File: src/rtl/scan_decoder.sv
// One-hot address decoder with direct, scan-up, scan-down and hold modes.
// Outputs are registered; cur_addr always mirrors the internal pointer.
module scan_decoder #(
    parameter int ADDR_WIDTH = 2,
    localparam int NUM_OUT   = 2 ** ADDR_WIDTH
) (
    input  logic                  clk,
    input  logic                  reset,
    input  logic                  enable,
    input  logic [1:0]            mode,
    input  logic                  load,
    input  logic [ADDR_WIDTH-1:0] addr,
    output logic [NUM_OUT-1:0]    out,
    output logic                  valid,
    output logic                  wrap,
    output logic [ADDR_WIDTH-1:0] cur_addr,
    output logic                  dbg_state
);

    typedef enum logic {
        ST_OFF = 1'b0,
        ST_ON  = 1'b1
    } state_t;

    localparam logic [1:0] MODE_DIRECT = 2'b00;
    localparam logic [1:0] MODE_UP     = 2'b01;
    localparam logic [1:0] MODE_DOWN   = 2'b10;

    state_t                  state_q;
    logic [ADDR_WIDTH-1:0]   ptr_q, ptr_d;
    logic [NUM_OUT-1:0]      out_q, out_d;
    logic                    valid_q;
    logic                    wrap_q, wrap_d;

    // Pointer arithmetic wraps naturally at the register width, i.e. modulo NUM_OUT.
    always_comb begin
        ptr_d  = ptr_q;
        wrap_d = 1'b0;
        if (load) begin
            ptr_d = addr;
        end else begin
            case (mode)
                MODE_DIRECT: ptr_d = addr;
                MODE_UP: begin
                    ptr_d  = ptr_q + ADDR_WIDTH'(1);
                    wrap_d = (ptr_q == {ADDR_WIDTH{1'b1}});
                end
                MODE_DOWN: begin
                    ptr_d  = ptr_q - ADDR_WIDTH'(1);
                    wrap_d = (ptr_q == '0);
                end
                default: ptr_d = ptr_q;
            endcase
        end
        out_d = NUM_OUT'(1) << ptr_d;
    end

    // Disabled edges hold ptr so a later scan resumes where it stopped.
    always_ff @(posedge clk or posedge reset) begin
        if (reset) begin
            state_q <= ST_OFF;
            ptr_q   <= '0;
            out_q   <= '0;
            valid_q <= 1'b0;
            wrap_q  <= 1'b0;
        end else if (!enable) begin
            state_q <= ST_OFF;
            out_q   <= '0;
            valid_q <= 1'b0;
            wrap_q  <= 1'b0;
        end else begin
            state_q <= ST_ON;
            ptr_q   <= ptr_d;
            out_q   <= out_d;
            valid_q <= 1'b1;
            wrap_q  <= wrap_d;
        end
    end

    assign out       = out_q;
    assign valid     = valid_q;
    assign wrap      = wrap_q;
    assign cur_addr  = ptr_q;
    assign dbg_state = state_q;

endmodule

File: config.mk
export PLATFORM = sky130hd
export DESIGN_NAME = scan_decoder
export DESIGN_NICKNAME = d
export VERILOG_FILES = /design/src/rtl/scan_decoder.sv
export SDC_FILE = /design/constraint.sdc
export NUM_CORES = 1
export LEC_CHECK = 0
export BUFFER_PORTS_ARGS = -buffer_cell sky130_fd_sc_hd__buf_2
export CAP_MARGIN = 0
export CORE_UTILIZATION = 29
export CTS_CLUSTER_SIZE = 12
export DETAILED_ROUTE_END_ITERATION = 8
export PLACE_DENSITY = 0.55
export RECOVER_POWER = 50
export SLEW_MARGIN = 20
export SYNTH_ARGS = -nofsm -noshare
export SYNTH_HDL_FRONTEND = slang
export SYNTH_SLANG_ARGS = --single-unit
File: constraint.sdc
create_clock -name clk -period 1.75 [get_ports clk]
set_clock_uncertainty 0.2 [all_clocks]
set_input_delay 0.35 -clock clk [delete_from_list [all_inputs] [get_ports clk]]
set_output_delay 0.35 -clock clk [all_outputs]
set_load 0.01 [all_outputs]
* Word-level counts from Yosys, hierarchy flattened
Cells that the tools add are included.
** Cells by class
- Add/sub/neg operators :: 2
- Equal/unequal tests :: 3
- Shift operators :: 1
- Muxes and demuxes :: 7
- Reduce and logical (&&, ||, !) cells :: 2
** Operators by type and width (count)
- $pmux W2 S3 :: 1
- $eq A2 B2 Y1 const B :: 2
- $logic_not A2 Y1 :: 2
- $mux W4 :: 1
- $shl A1 B2 Y4 const A :: 1
- $mux W1 :: 3
- $add A2 B1 Y2 const B :: 1
- $eq A2 B1 Y1 const B :: 1
- $mux W2 :: 1
- $pmux W1 S2 :: 1
- $sub A2 B1 Y2 const B :: 1
** Storage, ports and cells
- Register bits after elaboration :: 8
- Bits of input ports :: 8
- Output and inout bits :: 9
- Logic and storage cells :: 19

* Logic depth before layout (Yosys ltp)
Gate-level depths: netlist (run 1).
- Depth in word-level cells :: 5
- Gate-level depth with buffers :: 6
- Gate-level depth less buffers :: 6

* Worst setup path after synthesis (run 1)
No wires, ideal clock.
- Path kind :: input port to flip-flop
- Start :: input port mode[0]
- End :: register out_q[3], in the netlist out[3]
- Setup time :: 72 ps
- Arrival time :: 1452 ps
- Required time :: 1478 ps
- Setup slack :: 27 ps
- Stages :: 6
- Buffers on the path :: 0
- Cells stage by stage :: inv_1 ha_1 or3b_1 a21o_1 a21bo_2 nor2_1
** On the way
- Cells in the longest elaborated chain, start to end :: 5
- Elaborated cells on any way between the ends :: 7
- Classes of those cells :: 2 x eq/ne; 1 x shift; 3 x mux; 1 x reduce/logical
** Ends and longest elaborated chain
- start, declared :: line 10 : input logic [1:0] mode,
- $eq A2 B2 Y1 (tied with other cells) :: line 42 : case (mode)
- $pmux W2 S3 * :: line 42
- $mux W2 * :: line 39 : if (load) begin
- $shl A1 B2 Y4 * :: line 55 : out_d = NUM_OUT'(1) << ptr_d;
- $mux W4 * :: line 66 : end else if (!enable) begin
- end signal, assigned :: line 74 : out_q <= out_d;
- end, declared :: line 31 : logic [NUM_OUT-1:0] out_q, out_d;
Mark *: on every way between the ends. The rest lies on a longest branch, timed or not.
A chain may end at the register's enable or synchronous reset.

* Worst setup path in the final report (run 1)
- Start :: input port mode[0]
- End :: register ptr_q[1], in the netlist cur_addr[1]
** On the way
- Cells in the longest elaborated chain, start to end :: 3
- Elaborated cells on any way between the ends :: 5
- Classes of those cells :: 2 x eq/ne; 2 x mux; 1 x reduce/logical
** Ends and longest elaborated chain
- $eq A2 B2 Y1 (tied with other cells) :: line 42
- $pmux W2 S3 * :: line 42
- $mux W2 * :: line 39
- end signal, assigned :: line 73 : ptr_q <= ptr_d;
- end, declared :: line 30 : logic [ADDR_WIDTH-1:0] ptr_q, ptr_d;
Marks and branches as above.

==> metrics.md, run 1 <==
| Metric | Value |
|---|---|
| Clk buf depth | `2` |
| Syn. warnings | `0` |
| CP bufs+invs | `2` |
| Metal2 WL | `451 µm` |
| TritonRoute pass-1 iters | `4` |
| Library cells used by synthesis | `22` |
| Core area | `approximately 1400 µm²` |
| Leak | `around 0.33 nW` |
| M1 WL | `~360 µm` |
| First-pass GRT wire length | `approximately 1.3 mm` |
| Final WS setup | `approximately 0.049 ns` |
| Syn avg cell area | `around 11 µm²` |
| Die height | `40.9 µm` |
| Worst-Skew Late Latency | `roughly 0.25 ns` |
| Post-synthesis register bit count | `8` |
| Synthesized instance count | `40` |
| Pre-CTS WS | `-0.132 ns` |
| Vias post-DR | `a little under 400` |
| CP required | `1.68 ns` |
| Largest net degree at the start of global routing | `9` |
| Min-delay worst type | `input port to register` |
| Die area | `1670 µm²` |
| Ys flop type | `dfrtp_1` |
| DRC viols | `0` |
| Reg-to-reg critical path endpoint | `cur_addr[1]` |
| Uppermost routed layer | `met3` |
| Vias in the first global route | `roughly 320` |
| R2R Setup Slk | `roughly 0.06 ns` |
| Max H-tree Level | `1` |
| Multi-input logic area | `roughly 230 µm²` |
| Die Wd | `approximately 41 µm` |
| Clock sink count | `8` |
| Async S/R FF share, synth | `1.00` |
| FMAX | `around 590 MHz` |
| I/O pins | `17` |
| Total nets after synthesis | `52` |
| I/O Buffers | `16` |
| Largest driver fanout on the critical path | `3` |
| Fin nets | `80` |
| GRT Resource Usage Total | `0.127` |
| Setup CP Type | `input port to register` |
| Most common cell after layout, fill and taps aside | `buf_2` |
| Post-synth EDFFs | `0` |
| Design Area, Final | `~640 µm²` |
| Critical path arrival | `1.63 ns` |
| Maximum vdd drop | `around 0.44 mV` |
| Slowest Stage Delay on Critical Path | `0.42 ns` |
| Seq/Total Area, Yosys | `0.456` |
| Crit path capture type | `register` |
| End of the worst hold path | `valid` |
| Layout area overhead | `45.9%` |
| Max Cap Viol | `0` |
| Vias per std cell | `4.79` |
| Period utilization | `0.972` |
| Root buffer cell | `clkbuf_4` |
| Worst Min Path Start | `enable` |
| RePlAce Congestion | `0.767` |
| CP max-delay cell | `xor3_1` |
| CP cell instances | `buf_8 > inv_6 > ha_4 > xor3_1 > a221oi_2 > o31a_1 > a21oi_2` |
| Placed cell area | `576 µm²` |
| CP Launch Type | `input port` |
| Least-Margin Pin Slew | `0.280 ns` |
| Total gr overflow | `0` |
| Hold path cells | `1` |
| Storage cell area | `between 200 and 250 µm²` |
| Hpwl dp | `695 µm` |
| Antenna diode instance count | `0` |
| Status | `finished clean` |
| Layout cells sized above 1 | `0.439` |
| Worst R2R Start | `cur_addr[0]` |
| Worst-case reg-to-reg path depth | `4` |
| CTS tree | `yes` |
| Relative slew slack | `0.811` |
| Clk slew on worst S/H paths | `about 0.05 ns` |
| Final WL | `about 860 µm` |
| Fin crit period | `1.70 ns` |
| WL/cell | `about 11 µm` |
| Hold slack final | `0.104 ns` |
| Routed wl met3 | `46 µm` |
| Crit-path leading delay family | `compound AO/OA/AOI/OAI gates` |
| Commonest cells after routing, fill and taps aside | `buf_2 (13), dfrtp_1 (8), buf_4 (7), nor2_1 (5)` |
| Final hold violation count | `0` |
| RSZ-0062 raised after global routing | `true` |
| Initial antenna violation count | `0` |
| CTS Buf Count | `3` |
| Netlist Area Pre-Place | `about 440 µm²` |
| Endpoints failing setup | `0` |
| Initial DRC count | `4` |
| # fillers | `around 140` |
| Initial Utilization | `0.325` |
| Power per cell area | `approximately 760 nW/µm²` |
| Final ANT Viol Nets | `0` |
| Max-slew violation count | `0` |
| # rows | `13` |
-- power breakdown --
group          internal (mW)  switching, mW
Combinational         0.0756         0.0683
Clock                 0.0780         0.0562
Sequential             0.200        0.00634
-- cell type report --
cell class,instances,area share
multi-input combinational,28,0.363
sequential,8,0.313
clock buffer,3,0.0352
inverter,3,0.0254
tap,15,0.0293
timing repair buffer,24,0.234
-- Yosys cell counts (all sizes together) (3+ instances only) --
cell type / n / share of area
inv: 3 / 0.026
dfrtp: 8 / 0.46
nand2: 3 / 0.026
nor2: 5 / 0.043
ha: 4 / 0.11
-- worst reg2reg max path, delay by kind of cell, from the launching register on --
| family | cells | cell delay, ns |
|---|---|---|
| AO/OA/AOI/OAI | 3 | 0.61 |
| XOR/XNOR | 1 | 0.38 |
| flip-flops | 1 | 0.39 |
-- kinds of logic (layout without fill, tap and decap cells) --
| group | Yosys count | after routing | synth area share |
|---|---|---|---|
| AO/OA/AOI/OAI | 9 | 9 | 0.174 |
| AND/OR/NAND/NOR | 14 | 14 | 0.160 |
| flip-flops | 8 | 8 | 0.456 |
| XOR/XNOR | 1 | 1 | 0.0541 |
| buffers and inverters | 4 | 30 | 0.0427 |
| adder cells (fa/ha/maj) | 4 | 4 | 0.114 |
-- metrics by stage --
stage	utilization	total power, mW	setup TNS, ns	instances
finish	0.475	0.484	0	81
floorplan	-	0.287	0	40
global route	0.475	0.525	-0.0419	81
detailed placement	0.426	0.343	-0.683	76
CTS	0.450	0.482	0	80
global placement	0.426	0.343	-0.599	76
-- sequential cells by signal (all words and copies together), names as in the netlist --
signal,count
wrap,1
valid,1
out,4
cur_addr,2
-- routing by layer --
metal,up-vias,global-route usage
met1,181,0.130
met5,-,0
met3,0,0.0652
met2,15,0.203
li1,192,-
met4,0,0.0750
-- worst max-delay path by stage --
stage | start | end | slack, ns | cells past startpoint
6_report | mode[0] | cur_addr[1] | 0.05 | 7
4_1_cts | cur_addr[1] | cur_addr[1] | 0.05 | 4
5_1_grt | mode[1] | cur_addr[1] | -0.02 | 6
3_3_place_gp | mode[0] | cur_addr[1] | -0.12 | 7
2_1_floorplan | mode[0] | out[3] | 0.03 | 6
3_5_place_dp | mode[0] | cur_addr[1] | -0.13 | 7
-- timing repair --
action | in CTS | in global routing
endpoints found under the setup margin | 0 | 3
resized for setup | 0 | 8
hold endpoints to repair | 8 | 0
hold buffers | 1 | 0
buffers inserted | 0 | 1
Power figures use the tool's default switching activity.
==> inputs of run 2 (changes only) <==
==> constraint.sdc (replaced) <==
create_clock -name clk -period 1.75 [get_ports clk]
set_clock_uncertainty 0.2 [all_clocks]
set_input_delay 0.35 -clock clk [delete_from_list [all_inputs] [get_ports clk]]
set_output_delay 0.35 -clock clk [all_outputs]
set_load 0.05 [all_outputs]
==> metrics.md, run 2 (synthesis gave the netlist of run 1 again) <==
| Metric | Value |
|---|---|
| Status | `finished clean` |
| Largest net degree at the start of global routing | `9 (unchanged)` |
| FMAX | `589 MHz (+0.24%)` |
| Initial DRC count | `5 (+1)` |
| Post-route setup TNS | `0 ns (unchanged)` |
| Clk slew on worst S/H paths | `0.05 ns (about the same)` |
| Die Wd | `40.9 µm (unchanged)` |
| DRC viols | `0 (unchanged)` |
| Vias post-DR | `377 (-2.8%)` |
| Relative slew slack | `0.796 (-0.0159)` |
| Core area | `1350 µm² (unchanged)` |
| CTS Buf Count | `3 (unchanged)` |
| Layout area overhead | `41.3%` |
| Clock sink count | `8 (unchanged)` |
| Internal power | `351 µW (-0.48%)` |
| Multi-input logic area | `223 µm² (-4.3%)` |
| Total gr overflow | `0 (unchanged)` |
| Max-slew violation count | `0 (unchanged)` |
| CTS tree | `yes` |
| Hpwl dp | `670 µm (-3.6%)` |
| RePlAce Congestion | `0.757 (-1.2%)` |
| # rows | `13 (unchanged)` |
| GRT Resource Usage Total | `0.137 (+0.0103)` |
| Maximum vdd drop | `0.340 mV (-23%)` |
| Fin crit period | `1.70 ns (-0.00414 ns)` |
| I/O Buffers | `16 (unchanged)` |
| Die height | `40.9 µm (unchanged)` |
| Max Cap Viol | `0 (unchanged)` |
| Setup crit start | `cur_addr[0]` |
| Seq pwr share | `0.390 (-0.035)` |
| Critical path arrival | `1.68 ns (+0.05 ns)` |
| Period utilization | `0.970 (-0.00237)` |
| Vias per std cell | `4.65 (-2.8%)` |
| Max H-tree Level | `1 (unchanged)` |
| Endpoints failing setup | `0 (unchanged)` |
| Clk buf depth | `2 (unchanged)` |
| Final WL | `859 µm (-0.23%)` |
| Setup CP Type | `register to register` |
| CP required | `1.74 ns (+0.06 ns)` |
| Worst-Skew Late Latency | `0.25 ns (about the same)` |
| Worst Min Path Start | `enable` |
| Commonest cells after routing, fill and taps aside | `buf_2 (16), buf_4 (7), dfrtp_1 (6), nor2_1 (5)` |
| # fillers | `133 (-2.9%)` |
| Die area | `1670 µm² (unchanged)` |
| Storage cell area | `203 µm² (+1.2%)` |
| Combinational power share | `0.348 (+0.051)` |
| RSZ-0062 raised after global routing | `true` |
| Worst R2R Start | `cur_addr[0]` |
| Initial antenna violation count | `0 (unchanged)` |
| Root buffer cell | `clkbuf_4` |
| I/O pins | `17 (unchanged)` |
| Switching share of power | `0.340 (+0.0692)` |
| Most common cell after layout, fill and taps aside | `buf_2` |
| Power per cell area | `858 nW/µm² (+14%)` |
| Largest register FFs | `4 (unchanged)` |
| WL/cell | `10.6 µm (-0.23%)` |
| Min-delay worst type | `input port to register` |
| Leak | `0.333 nW (about the same)` |
| Antenna diode instance count | `0 (unchanged)` |
| Vias in the first global route | `333 (+4.4%)` |
| First-pass GRT wire length | `1.35 mm (+4.2%)` |
| CP Launch Type | `register` |
| Layout cells sized above 1 | `0.500 (+0.0606)` |
| Least-Margin Pin Slew | `0.304 ns (+0.0237 ns)` |
| Fin nets | `80 (unchanged)` |
| Final ANT Viol Nets | `0 (unchanged)` |
| Sw power | `181 µW (+38%)` |
| Crit path capture type | `register` |
| TritonRoute pass-1 iters | `2 (-2)` |
| Final hold violation count | `0 (unchanged)` |
| Initial Utilization | `0.325 (unchanged)` |
| Clock power share | `0.262 (-0.015)` |
| Layout Utilization | `0.460 (-0.0148)` |
| Largest driver fanout on the critical path | `5 (+2)` |
[run 2: worst paths after layout]
path | end | slack (ns) | cells past startpoint
setup / recovery | out[3] | 0.05 | 5
hold / removal | valid | 0.1 | 1
setup reg to reg | out[3] | 0.05 | 5
hold reg to reg | cur_addr[0] | 0.32 | 1
max in group asynchronous | cur_addr[0] | 0.73 | 3
min in group asynchronous | out[1] | 0.38 | 3
[run 2: stage by stage]
| step | instance area [µm²] | setup WS (ns) | instances | hold WS [ns] | power (mW) |
|---|---|---|---|---|---|
| CTS | 606 | 0.0545 | 79 | 0.0885 | 0.526 |
| global placement | 573 | -0.179 | 75 | 0.102 | 0.381 |
| detailed placement | 573 | -0.214 | 75 | 0.107 | 0.382 |
| global route | 621 | -0.0133 | 81 | 0.0965 | 0.566 |
| finish | 621 | 0.0528 | 81 | 0.0999 | 0.532 |
| floorplan | 444 | -0.0113 | 40 | -0.0345 | 0.334 |
[run 2: repair_timing]
item,CTS,global route
hold buffers,1,0
gates resized for setup,0,0
setup endpoints to repair,0,3
buffers inserted,0,2
hold endpoints to repair,8,0
[run 2: metal layers]
| metal | up-vias | track usage | share of wire |
|---|---|---|---|
| met3 | 4 | 0.0707 | 0.094 |
| met1 | 165 | 0.150 | 0.47 |
| met2 | 16 | 0.188 | 0.39 |
| met4 | 0 | 0.125 | 0.036 |
| li1 | 192 | - | - |
| met5 | - | 0 | 0 |
[run 2: power by group through the flow]
stage          clock, mW  sequential (mW)  combinational (mW)
6_report           0.140            0.207               0.185
5_1_grt            0.156            0.209               0.201
4_1_cts            0.144            0.214               0.167
3_5_place_dp           0            0.218               0.165
3_3_place_gp           0            0.217               0.164
2_1_floorplan          0            0.267              0.0671
[run 2: critical path, cell delays in order, from the launching register on]
cell and delay (ns):
dfrtp_2 0.42, buf_4 0.16, or3b_1 0.38, a21o_1 0.18, a21bo_2 0.20, nor2_1 0.09
[run 2: layout make-up]
class                      instances  area share
multi-input combinational         28       0.359
inverter                           3      0.0181
clock buffer                       3      0.0363
timing repair buffer              24       0.230
tap                               15      0.0302
sequential                         8       0.327
==> inputs of run 3 (changes only) <==
--- a/config.mk
+++ b/config.mk
@@ -5,12 +5,12 @@
 export SDC_FILE = /design/constraint.sdc
 export NUM_CORES = 1
 export LEC_CHECK = 0
-export BUFFER_PORTS_ARGS = -buffer_cell sky130_fd_sc_hd__buf_2
 export CAP_MARGIN = 0
 export CORE_UTILIZATION = 29
-export CTS_CLUSTER_SIZE = 12
+export CTS_CLUSTER_SIZE = 14
 export DETAILED_ROUTE_END_ITERATION = 8
-export PLACE_DENSITY = 0.55
+export DONT_BUFFER_PORTS = 1
+export PLACE_DENSITY = 0.46
 export RECOVER_POWER = 50
 export SLEW_MARGIN = 20
 export SYNTH_ARGS = -nofsm -noshare
==> constraint.sdc (replaced) <==
create_clock -name clk -period 1.75 [get_ports clk]
set_clock_uncertainty 0.2 [all_clocks]
set_input_delay 0.0875 -clock clk [delete_from_list [all_inputs] [get_ports clk]]
set_output_delay 0.0875 -clock clk [all_outputs]
set_load 0.05 [all_outputs]
==> metrics.md, run 3 (synthesis gave the netlist of run 1 again) <==
| Metric | Value |
|---|---|
| TritonRoute pass-1 iters | `4 (+2)` |
| Post-route setup TNS | `0 ns (unchanged)` |
| Setup CP Type | `register to register` |
| Min-delay worst type | `input port to asynchronous set/reset pin` |
| Switching share of power | `0.340 (about the same)` |
| Seq pwr share | `0.461 (+0.071)` |
| Largest register FFs | `4 (unchanged)` |
| RePlAce Congestion | `0.749 (-1.1%)` |
| CTS Buf Count | `3 (unchanged)` |
| Max H-tree Level | `1 (unchanged)` |
| Placed cell area | `475 µm² (-17%)` |
| Hold slack final | `0.0204 ns (-0.0794 ns)` |
| CP required | `1.68 ns (-0.06 ns)` |
| Layer with the highest usage | `met2` |
| Grt met3 use | `0.0870 (+0.0163)` |
| Root buffer cell | `clkbuf_4` |
| Critical path arrival | `1.64 ns (-0.04 ns)` |
| Largest driver fanout on the critical path | `5 (unchanged)` |
| Final hold violation count | `0 (unchanged)` |
| Die height | `40.9 µm (unchanged)` |
| Status | `finished clean` |
| Final WS setup | `0.0412 ns (-0.0116 ns)` |
| FMAX | `585 MHz (-0.68%)` |
| Core area | `1350 µm² (unchanged)` |
| Period utilization | `0.976 (+0.00661)` |
| Vias in the first global route | `293 (-12%)` |
| CP Launch Type | `register` |
| RSZ-0062 raised after global routing | `true` |
| Die area | `1670 µm² (unchanged)` |
| Least-Margin Pin Slew | `0.454 ns (+0.150 ns)` |
| # rows | `13 (unchanged)` |
| Vias per std cell | `4.90 (+5.2%)` |
| Initial DRC count | `8 (+3)` |
| Met1 usage | `0.157 (+0.00719)` |
| Final WL | `868 µm (+1.0%)` |
| Combinational power share | `0.269 (-0.079)` |
| Antenna diode instance count | `0 (unchanged)` |
| Internal power | `342 µW (-2.6%)` |
| Largest net degree at the start of global routing | `9 (unchanged)` |
| I/O Buffers | `0 (-16)` |
| Total gr overflow | `0 (unchanged)` |
| Max Cap Viol | `0 (unchanged)` |
| Relative slew slack | `0.698 (-0.0978)` |
| Cts repair resizes | `0 (unchanged)` |
| Layout area overhead | `29.9%` |
| Design Area, Final | `571 µm² (-8.1%)` |
| Layout cells sized above 1 | `0.264 (-0.236)` |
| Pre-CTS WS | `0.0727 ns (+0.287 ns)` |
| Crit path capture type | `register` |
| Commonest cells after routing, fill and taps aside | `dfrtp_1 (6), buf_4 (6), nor2_1 (5), dlygate4sd3_1 (5), ha_1 (4)` |
| Grt met2 use | `0.184 (-0.00391)` |
| First-pass GRT wire length | `1.31 mm (-3.0%)` |
| Maximum vdd drop | `0.491 mV (+45%)` |
| CTS tree | `yes` |
| Final ANT Viol Nets | `0 (unchanged)` |
| Fin nets | `67 (-16%)` |
| WL/cell | `12.8 µm (+20%)` |
| Fin crit period | `1.71 ns (+0.0116 ns)` |
| Endpoints failing setup | `0 (unchanged)` |
| I/O pins | `17 (unchanged)` |
| Leak | `0.279 nW (-16%)` |
| Clock power share | `0.270 (+0.008)` |
| Power per cell area | `909 nW/µm² (+6.0%)` |
| Initial Utilization | `0.325 (unchanged)` |
| Worst-Skew Late Latency | `0.25 ns (about the same)` |
| Sw power | `176 µW (-2.4%)` |
| Vias post-DR | `333 (-12%)` |
| Die Wd | `40.9 µm (unchanged)` |
| Clk buf depth | `2 (unchanged)` |
| Hpwl dp | `634 µm (-5.4%)` |
| Max-slew violation count | `0 (unchanged)` |
| GRT Resource Usage Total | `0.131 (-0.00551)` |
| Initial antenna violation count | `0 (unchanged)` |
| Clock sink count | `8 (unchanged)` |
| DRC viols | `0 (unchanged)` |
| Clk slew on worst S/H paths | `0.05 ns (about the same)` |
run 3: changes by cell type in the layout (fill, tap and decap cells not counted):
cell,before,now
ha_1,3,4
buf_2,16,0
ha_2,1,0
buf_4,7,6
inv_2,1,0
dlygate4sd3_1,1,5
inv_1,2,3
run 3: final cells by class:
cell class              count  area, µm²
multi-input cells          28        220
clock buffers               3       22.5
repair buffers             11       95.1
well taps                  15       18.8
fillers                   133        779
inverters                   3       11.3
flip-flops and latches      8        203
run 3: path summary, 6_finish.rpt:
check	cells past startpoint	startpoint	slack [ns]	end
setup reg to reg	4	cur_addr[0]	0.04	cur_addr[1]
max in group asynchronous	2	reset	1.08	cur_addr[1]
hold reg to reg	2	cur_addr[1]	0.42	cur_addr[1]
min in group clk	3	addr[1]	0.05	out[1]
setup / recovery	4	cur_addr[0]	0.04	cur_addr[1]
hold / removal	2	reset	0.02	out[0]
run 3: routing by layer:
metal / routed length [µm] / part of all wire / vias to the layer above
li1: - / - / 164
met1: 398 / 0.46 / 152
met4: 0 / 0 / 0
met3: 68 / 0.078 / 0
met5: 0 / 0 / -
met2: 401 / 0.46 / 17
run 3: critical path: stages (launching register included):
cell and delay [ns]:
dfrtp_2 0.43, xor3_1 0.37, a221oi_2 0.28, o31a_1 0.23, a21oi_2 0.07
run 3: timing repair:
action	CTS	global route
setup buffers	0	3
setup endpoints to repair	0	2
hold buffers	5	0
endpoints found under the hold margin	16	0
run 3: per-stage QoR:
stage / utilization / total power [mW] / cells
after floorplan: - / 0.334 / 40
after global placement: 0.352 / 0.356 / 57
after detailed placement: 0.352 / 0.357 / 57
after CTS: 0.406 / 0.509 / 65
after global routing: 0.423 / 0.551 / 68
final: 0.423 / 0.519 / 68
run 3: power groups by stage:
stage               Sequential, mW  Combinational (mW)  Clock (mW)
floorplan                    0.267              0.0668           0
global route                 0.241               0.152       0.159
finish                       0.239               0.140       0.140
CTS                          0.240               0.126       0.142
global placement             0.244               0.112           0
detailed placement           0.244               0.113           0
